### src/rtl/lc3b_types.sv
// Shared types for the victim buffer: controller states, default line type and offset width.
package lc3b_types;

    typedef enum logic [2:0] {
        ST_IDLE,
        ST_RESP,
        ST_FETCH,
        ST_EVICT,
        ST_INSTALL
    } vstate_e;

    localparam int LINE_W_DEF = 128;
    localparam int OFFSET_W   = $clog2(LINE_W_DEF / 8);

    typedef logic [LINE_W_DEF-1:0] line_t;

    function automatic int offset_w(input int line_w);
        return $clog2(line_w / 8);
    endfunction

endpackage

### src/rtl/victim_lru.sv
// Full recency order over NUM_WAYS entries; age 0 is MRU, age NUM_WAYS-1 is LRU.
module victim_lru #(
    parameter int NUM_WAYS = 4,
    localparam int IDX_W = $clog2(NUM_WAYS)
) (
    input  logic             clk,
    input  logic             rst,
    input  logic             touch_i,
    input  logic [IDX_W-1:0] touch_idx_i,
    output logic [IDX_W-1:0] lru_idx_o
);

    localparam logic [IDX_W-1:0] ONE = IDX_W'(1);

    logic [IDX_W-1:0] age_q [NUM_WAYS];
    logic [IDX_W-1:0] age_d [NUM_WAYS];

    always_comb begin
        for (int i = 0; i < NUM_WAYS; i++) begin
            age_d[i] = age_q[i];
            if (touch_i) begin
                if (IDX_W'(i) == touch_idx_i)
                    age_d[i] = '0;
                else if (age_q[i] < age_q[touch_idx_i])
                    age_d[i] = age_q[i] + ONE;
            end
        end
    end

    always_ff @(posedge clk) begin
        if (rst) begin
            for (int i = 0; i < NUM_WAYS; i++)
                age_q[i] <= IDX_W'(NUM_WAYS - 1 - i);
        end else begin
            age_q <= age_d;
        end
    end

    always_comb begin
        lru_idx_o = '0;
        for (int i = 0; i < NUM_WAYS; i++)
            if (age_q[i] == IDX_W'(NUM_WAYS - 1))
                lru_idx_o = IDX_W'(i);
    end

endmodule

### src/rtl/victim_buffer.sv
// Fully associative victim buffer between L2 and physical memory.
// Define VICTIM_DIRTY_EN to keep dirty bits and drop clean victims without write-back.
module victim_buffer
    import lc3b_types::*;
#(
    parameter int NUM_WAYS = 4,
    parameter int ADDR_W   = 16,
    parameter int LINE_W   = 128
) (
    input  logic              clk,
    input  logic              rst,
    input  logic              v_read,
    input  logic              v_write,
    input  logic [ADDR_W-1:0] v_addr,
    input  logic [LINE_W-1:0] v_wdata,
    input  logic              v_wdirty,
    output logic [LINE_W-1:0] v_rdata,
    output logic              v_resp,
    output logic              p_read,
    output logic              p_write,
    output logic [ADDR_W-1:0] p_addr,
    output logic [LINE_W-1:0] p_wdata,
    input  logic [LINE_W-1:0] p_rdata,
    input  logic              p_resp
);

    localparam int OFF_W = offset_w(LINE_W);
    localparam int TAG_W = ADDR_W - OFF_W;
    localparam int IDX_W = $clog2(NUM_WAYS);

`ifdef VICTIM_DIRTY_EN
    localparam bit DIRTY_EN = 1'b1;
`else
    localparam bit DIRTY_EN = 1'b0;
`endif

    vstate_e state_q, state_d;
    logic [NUM_WAYS-1:0] valid_q, valid_d, dirty_q, dirty_d;
    logic [TAG_W-1:0] tag_q [NUM_WAYS];
    logic [TAG_W-1:0] tag_d [NUM_WAYS];
    logic [LINE_W-1:0] data_q [NUM_WAYS];
    logic [LINE_W-1:0] data_d [NUM_WAYS];
    logic [LINE_W-1:0] rdata_q, rdata_d, pwdata_q, pwdata_d;
    logic [LINE_W-1:0] req_data_q, req_data_d;
    logic [ADDR_W-1:0] paddr_q, paddr_d;
    logic [TAG_W-1:0] req_tag_q, req_tag_d;
    logic req_dirty_q, req_dirty_d;
    logic [IDX_W-1:0] victim_q, victim_d;

    logic [TAG_W-1:0] in_tag;
    logic [IDX_W-1:0] hit_idx, free_idx, lru_idx, touch_idx;
    logic hit, free_any, touch, wb_need;
    logic unused_offset;

    assign in_tag = v_addr[ADDR_W-1:OFF_W];
    assign unused_offset = ^v_addr[OFF_W-1:0];
    // Without stored dirty state every line is marked dirty, so valid victims always write back.
    assign wb_need = dirty_q[lru_idx];

    always_comb begin
        hit = 1'b0;
        hit_idx = '0;
        free_any = 1'b0;
        free_idx = '0;
        for (int i = NUM_WAYS - 1; i >= 0; i--) begin
            if (valid_q[i] && tag_q[i] == in_tag) begin
                hit = 1'b1;
                hit_idx = IDX_W'(i);
            end
            if (!valid_q[i]) begin
                free_any = 1'b1;
                free_idx = IDX_W'(i);
            end
        end
    end

    victim_lru #(.NUM_WAYS(NUM_WAYS)) u_lru (
        .clk        (clk),
        .rst        (rst),
        .touch_i    (touch),
        .touch_idx_i(touch_idx),
        .lru_idx_o  (lru_idx)
    );

    always_comb begin
        state_d = state_q;
        valid_d = valid_q;
        dirty_d = dirty_q;
        tag_d = tag_q;
        data_d = data_q;
        rdata_d = rdata_q;
        pwdata_d = pwdata_q;
        paddr_d = paddr_q;
        req_tag_d = req_tag_q;
        req_data_d = req_data_q;
        req_dirty_d = req_dirty_q;
        victim_d = victim_q;
        touch = 1'b0;
        touch_idx = hit_idx;
        unique case (state_q)
            ST_IDLE: begin
                req_tag_d = in_tag;
                req_data_d = v_wdata;
                req_dirty_d = DIRTY_EN ? v_wdirty : 1'b1;
                if (v_write) begin
                    if (hit) begin
                        data_d[hit_idx] = v_wdata;
                        dirty_d[hit_idx] = dirty_q[hit_idx] | req_dirty_d;
                        touch = 1'b1;
                        state_d = ST_RESP;
                    end else if (free_any) begin
                        valid_d[free_idx] = 1'b1;
                        dirty_d[free_idx] = req_dirty_d;
                        tag_d[free_idx] = in_tag;
                        data_d[free_idx] = v_wdata;
                        touch = 1'b1;
                        touch_idx = free_idx;
                        state_d = ST_RESP;
                    end else begin
                        victim_d = lru_idx;
                        if (wb_need) begin
                            paddr_d = {tag_q[lru_idx], {OFF_W{1'b0}}};
                            pwdata_d = data_q[lru_idx];
                            state_d = ST_EVICT;
                        end else begin
                            state_d = ST_INSTALL;
                        end
                    end
                end else if (v_read) begin
                    if (hit) begin
                        rdata_d = data_q[hit_idx];
                        touch = 1'b1;
                        state_d = ST_RESP;
                    end else begin
                        paddr_d = {in_tag, {OFF_W{1'b0}}};
                        state_d = ST_FETCH;
                    end
                end
            end
            ST_FETCH: begin
                if (p_resp) begin
                    rdata_d = p_rdata;
                    state_d = ST_IDLE;
                end
            end
            ST_EVICT: begin
                if (p_resp)
                    state_d = ST_INSTALL;
            end
            ST_INSTALL: begin
                valid_d[victim_q] = 1'b1;
                dirty_d[victim_q] = req_dirty_q;
                tag_d[victim_q] = req_tag_q;
                data_d[victim_q] = req_data_q;
                touch = 1'b1;
                touch_idx = victim_q;
                state_d = ST_RESP;
            end
            ST_RESP: state_d = ST_IDLE;
            default: state_d = ST_IDLE;
        endcase
    end

    always_ff @(posedge clk) begin
        if (rst) begin
            state_q <= ST_IDLE;
            valid_q <= '0;
            dirty_q <= '0;
            rdata_q <= '0;
            pwdata_q <= '0;
            paddr_q <= '0;
            req_tag_q <= '0;
            req_data_q <= '0;
            req_dirty_q <= 1'b0;
            victim_q <= '0;
        end else begin
            state_q <= state_d;
            valid_q <= valid_d;
            dirty_q <= dirty_d;
            rdata_q <= rdata_d;
            pwdata_q <= pwdata_d;
            paddr_q <= paddr_d;
            req_tag_q <= req_tag_d;
            req_data_q <= req_data_d;
            req_dirty_q <= req_dirty_d;
            victim_q <= victim_d;
        end
    end

    always_ff @(posedge clk) begin
        tag_q <= tag_d;
        data_q <= data_d;
    end

    // A fetched line is forwarded in the same cycle the memory answers.
    assign v_resp = (state_q == ST_RESP) || (state_q == ST_FETCH && p_resp);
    assign v_rdata = (state_q == ST_FETCH && p_resp) ? p_rdata : rdata_q;
    assign p_read = (state_q == ST_FETCH);
    assign p_write = (state_q == ST_EVICT);
    assign p_addr = paddr_q;
    assign p_wdata = pwdata_q;

endmodule

### config.mk
export PLATFORM = sky130hd
export DESIGN_NAME = victim_buffer
export DESIGN_NICKNAME = d
export VERILOG_FILES = /design/src/rtl/lc3b_types.sv /design/src/rtl/victim_lru.sv /design/src/rtl/victim_buffer.sv
export SDC_FILE = /design/constraint.sdc
export NUM_CORES = 2
export LEC_CHECK = 0
export CORE_ASPECT_RATIO = 1.2
export CORE_MARGIN = 2
export CORE_UTILIZATION = 40
export CTS_BUF_LIST = sky130_fd_sc_hd__clkbuf_16
export CTS_CLUSTER_SIZE = 16
export DETAILED_ROUTE_END_ITERATION = 10
export GPL_TIMING_DRIVEN = 0
export PLACE_DENSITY_LB_ADDON = 0.3
export SLEW_MARGIN = 40
export SYNTH_ARGS = -nofsm -noshare
export SYNTH_HDL_FRONTEND = slang
export SYNTH_SLANG_ARGS = --single-unit
### constraint.sdc
create_clock -name clk -period 14.2 [get_ports clk]
set_input_delay 2.13 -clock clk [delete_from_list [all_inputs] [get_ports clk]]
set_output_delay 2.13 -clock clk [all_outputs]
set_load 0.01 [all_outputs]
==> flow_summary.ini <==
[run_status]
status = complete, no violations

[critical_path]
timing.critical_path.depth = 8
worstPathRequired_ps = 12070
max_stage_delay_ps = 650
crit_path_frequent_cell = sky130_fd_sc_hd__clkdlybuf4s50_1
critPathLaunchType = primary input
worst_path_dominant_cell_family = buffers and inverters
cp_max_fo = 10
cp-endpoint = v_rdata[47]
worst-endpoint-arrival_ps = 5720
r2r.worst_path.cells = 14
worstSetupEndpointType = output pin
timing.rr.end = data_q[327]$_DFFE_PP_
ff2ff_setup_slack_ps = 9470
count_of_buffering_cells_on_the_critical_path_with_inverters_included = 6
worstReg2RegStart = state_q[1]$_SDFFE_PP0P_
setup.worst_path.class = in -> out
cp_cell_sequence = clkdlybuf4s50_1, inv_1, nor2_1, clkbuf_2, buf_16, clkbuf_1, mux2_2, clkdlybuf4s50_1
critical-path-slowest-cell = sky130_fd_sc_hd__clkdlybuf4s50_1
startpoint = p_resp

[clocking]
worst_setup_hold_path_clk_slew_ps = 60
cts_max_path_buffers = 3
ctsResizeCount = 0
cts_made_buffers = 103
numClockSinks = 990
cts-htree-levels = 3
clock_insertion_delay_worst_skew_ps = 750
cts_tree = done
postCtsHoldBufs = 0
root_buffer = sky130_fd_sc_hd__clkbuf_16
cts_post_setup_buffers_inserted = 0

[die]
initial_core_util_pct = 40.3
floorplan.core_area_mm2 = 0.120
top_level_ports = 553
die_area_mm2 = 0.124
die_width_um = 321
row_count = 139
chipHeight_um = 385

[logic_synthesis]
ys_seq_elements = 990
yosysTopAreaCell = sky130_fd_sc_hd__edfxtp_1
syn_inst = 5293
synthTopCellsByArea = sky130_fd_sc_hd__edfxtp_1 (35%), sky130_fd_sc_hd__dfxtp_1 (18%), sky130_fd_sc_hd__nand2_1 (8.4%), sky130_fd_sc_hd__a21oi_1 (7.2%), sky130_fd_sc_hd__o21ai_0 (5.5%)
synthesis.area_mm2 = 0.0483
seq_area_frac_synth_pct = 52.7
synth-edff-count = 560
synth_ff_type = sky130_fd_sc_hd__edfxtp_1
synth.yosys.warnings = 0
yosysUniqueCellTypes = 76
post_synth.cell_area_avg_um2 = 9.12
asyncSetResetFlopFracSynth_pct = 0
share_of_the_synthesized_area_in_the_top_cell_type_pct = 34.8

[final_layout]
num-fill-cells = 11006
nets = 6272
most-common-layout-cells = sky130_fd_sc_hd__nand2_1 (1081), sky130_fd_sc_hd__a21oi_1 (693), sky130_fd_sc_hd__nor2_1 (583)
drive_above_1_share_pct = 8.04
multi_input_area_mm2 = 0.0208
layout.core_utilization_pct = 50.4
syn2layout_area_growth_pct = 24.9
flip_flop_and_latch_area_mm2 = 0.0254
layout_commonest_cell = sky130_fd_sc_hd__nand2_1

[grt]
grt_pass1_vias = 44090
grt_max_degree = 19
grt.overflow.total = 0
grt_first_pass_wirelength_um = 287000
grt_use_total_pct = 31.3
initial_antenna_violation_count = 20

[power_and_ir_drop]
net_sw_power_mw = 2.04
power_share_of_the_sequential_group_pct = 45.1
worst_ir_drop_vdd_uv = 104
power.density_mw_per_mm2 = 119
comb_power_share_pct = 16.0
sw_frac_of_total_pct = 28.4
pleak_nw = 20.5
internal_power_mw = 5.14
report.power.total_mw = 7.18
power.clock.fraction_pct = 38.9

[placed_design]
routabilityCongestion = 0.930
buffers_added_on_ports = 530
place_hpwl_um = 147000

[hold_path]
hold_path.class = reg -> reg

[sta]
tightestPinTransition_ps = 921
final_max_slew_viol_count = 0
clock_period_minus_final_worst_setup_slack_ps = 7850
clock-skew-final_ps = 59.1
final-setup-viol-count = 0
final_min_period_over_clock_period_pct = 55.3
grt_setup_unrepaired = false
hold_fails_final_rpt = 0
max_freq_ghz = 0.127
relSlewSlack_pct = 38.0

[detailed_routing]
drcViolationCount = 0
route.detailed.wl_per_inst_um = 26.2
vias = 45816
drt-vias-per-instance = 5.99
antenna_left = 0
wirelength_um = 200000
detailedRoute.firstPassIterationCount = 10
initialDrtViolationCount = 6451

[flow_run]
max_cap_viol_count = 0
[metal layers]
layer	wire length (um)	vias to the layer above	track usage, %
met4	12900	16	19.1
met3	22700	604	6.77
met2	91200	3096	50.2
met5	103	-	0
li1	-	20465	-
met1	73400	21635	38.6
[state kept, by name, summed over array words and instances (netlist names), 8 cells and up]
register     count
tag_q           48
req_data_q     128
rdata_q        128
u_lru.age_q      8
data_q         512
p_addr          12
req_tag_q       12
p_wdata        128
[cell families after synthesis]
group | after synthesis | share of synthesized area [%]
AND/OR/NAND/NOR | 1740 | 13.9
AO/OA/AOI/OAI | 1731 | 21.8
flip-flops | 990 | 52.7
buffers and inverters | 501 | 4.48
multiplexers | 279 | 6.13
XOR/XNOR | 48 | 0.917
adder cells (fa/ha/maj) | 3 | 0.0778
other | 1 | 0.00777
[final cells by class]
cell class              instances  share of cell area (%)
inverters                      13                  0.0809
multi-input cells            3805                    34.4
flip-flops and latches        990                    42.2
well taps                    1551                    3.22
plain buffers                 488                    3.60
clock buffers                 109                    4.52
diodes                         11                  0.0456
repair buffers                590                    10.7
clock inverters                87                    1.20
[synthesized netlist by cell type, drive strengths merged, types with 15 or more instances]
library cell	count
mux2i	148
edfxtp	560
buf	84
dfxtp	430
clkbuf	400
nor2	590
a22o	49
o211ai	15
o21ai	534
a21oi	693
a211o	130
a222oi	128
xor2	24
a211oi	133
xnor2	24
nand2	1081
mux2	131
[power groups by stage]
stage	Sequential, mW	Combinational [mW]	Clock [mW]
floorplan	3.28	0.647	0
global placement	3.31	1.07	0
detailed placement	3.29	1.12	0
CTS	3.23	1.12	2.80
global route	3.25	1.23	2.92
finish	3.24	1.15	2.80
[worst min-delay path: stages, from the launching register on]
cell,delay (ps)
sky130_fd_sc_hd__dfxtp_1,310
sky130_fd_sc_hd__nand2_1,50
sky130_fd_sc_hd__a21oi_1,50
[how the worst min path moves through the flow]
stage | slack (ps) | startpoint | cells past startpoint | endpoint
6_report | 450 | rdata_q[98]$_SDFFE_PP0P_ | 2 | rdata_q[98]$_SDFFE_PP0P_
5_1_grt | 460 | rdata_q[32]$_SDFFE_PP0P_ | 2 | rdata_q[32]$_SDFFE_PP0P_
4_1_cts | 450 | rdata_q[122]$_SDFFE_PP0P_ | 2 | rdata_q[122]$_SDFFE_PP0P_
3_5_place_dp | 440 | rdata_q[122]$_SDFFE_PP0P_ | 2 | rdata_q[122]$_SDFFE_PP0P_
3_3_place_gp | 440 | rdata_q[7]$_SDFFE_PP0P_ | 2 | rdata_q[7]$_SDFFE_PP0P_
2_1_floorplan | 430 | rdata_q[0]$_SDFFE_PP0P_ | 2 | rdata_q[0]$_SDFFE_PP0P_
[per-stage QoR]
stage	std cells	cell area (um2)	worst slack [ps]	hold slack, ps	TNS [ps]
after detailed placement	7437	56800	6410	442	0
final	7644	60300	6350	449	0
after floorplan	5296	48300	220	429	0
after global routing	7635	60300	6420	461	0
after CTS	7633	60300	6400	449	0
after global placement	7377	55500	-9220	436	-1870650
Note: power is estimated with default switching activity, not from simulation.
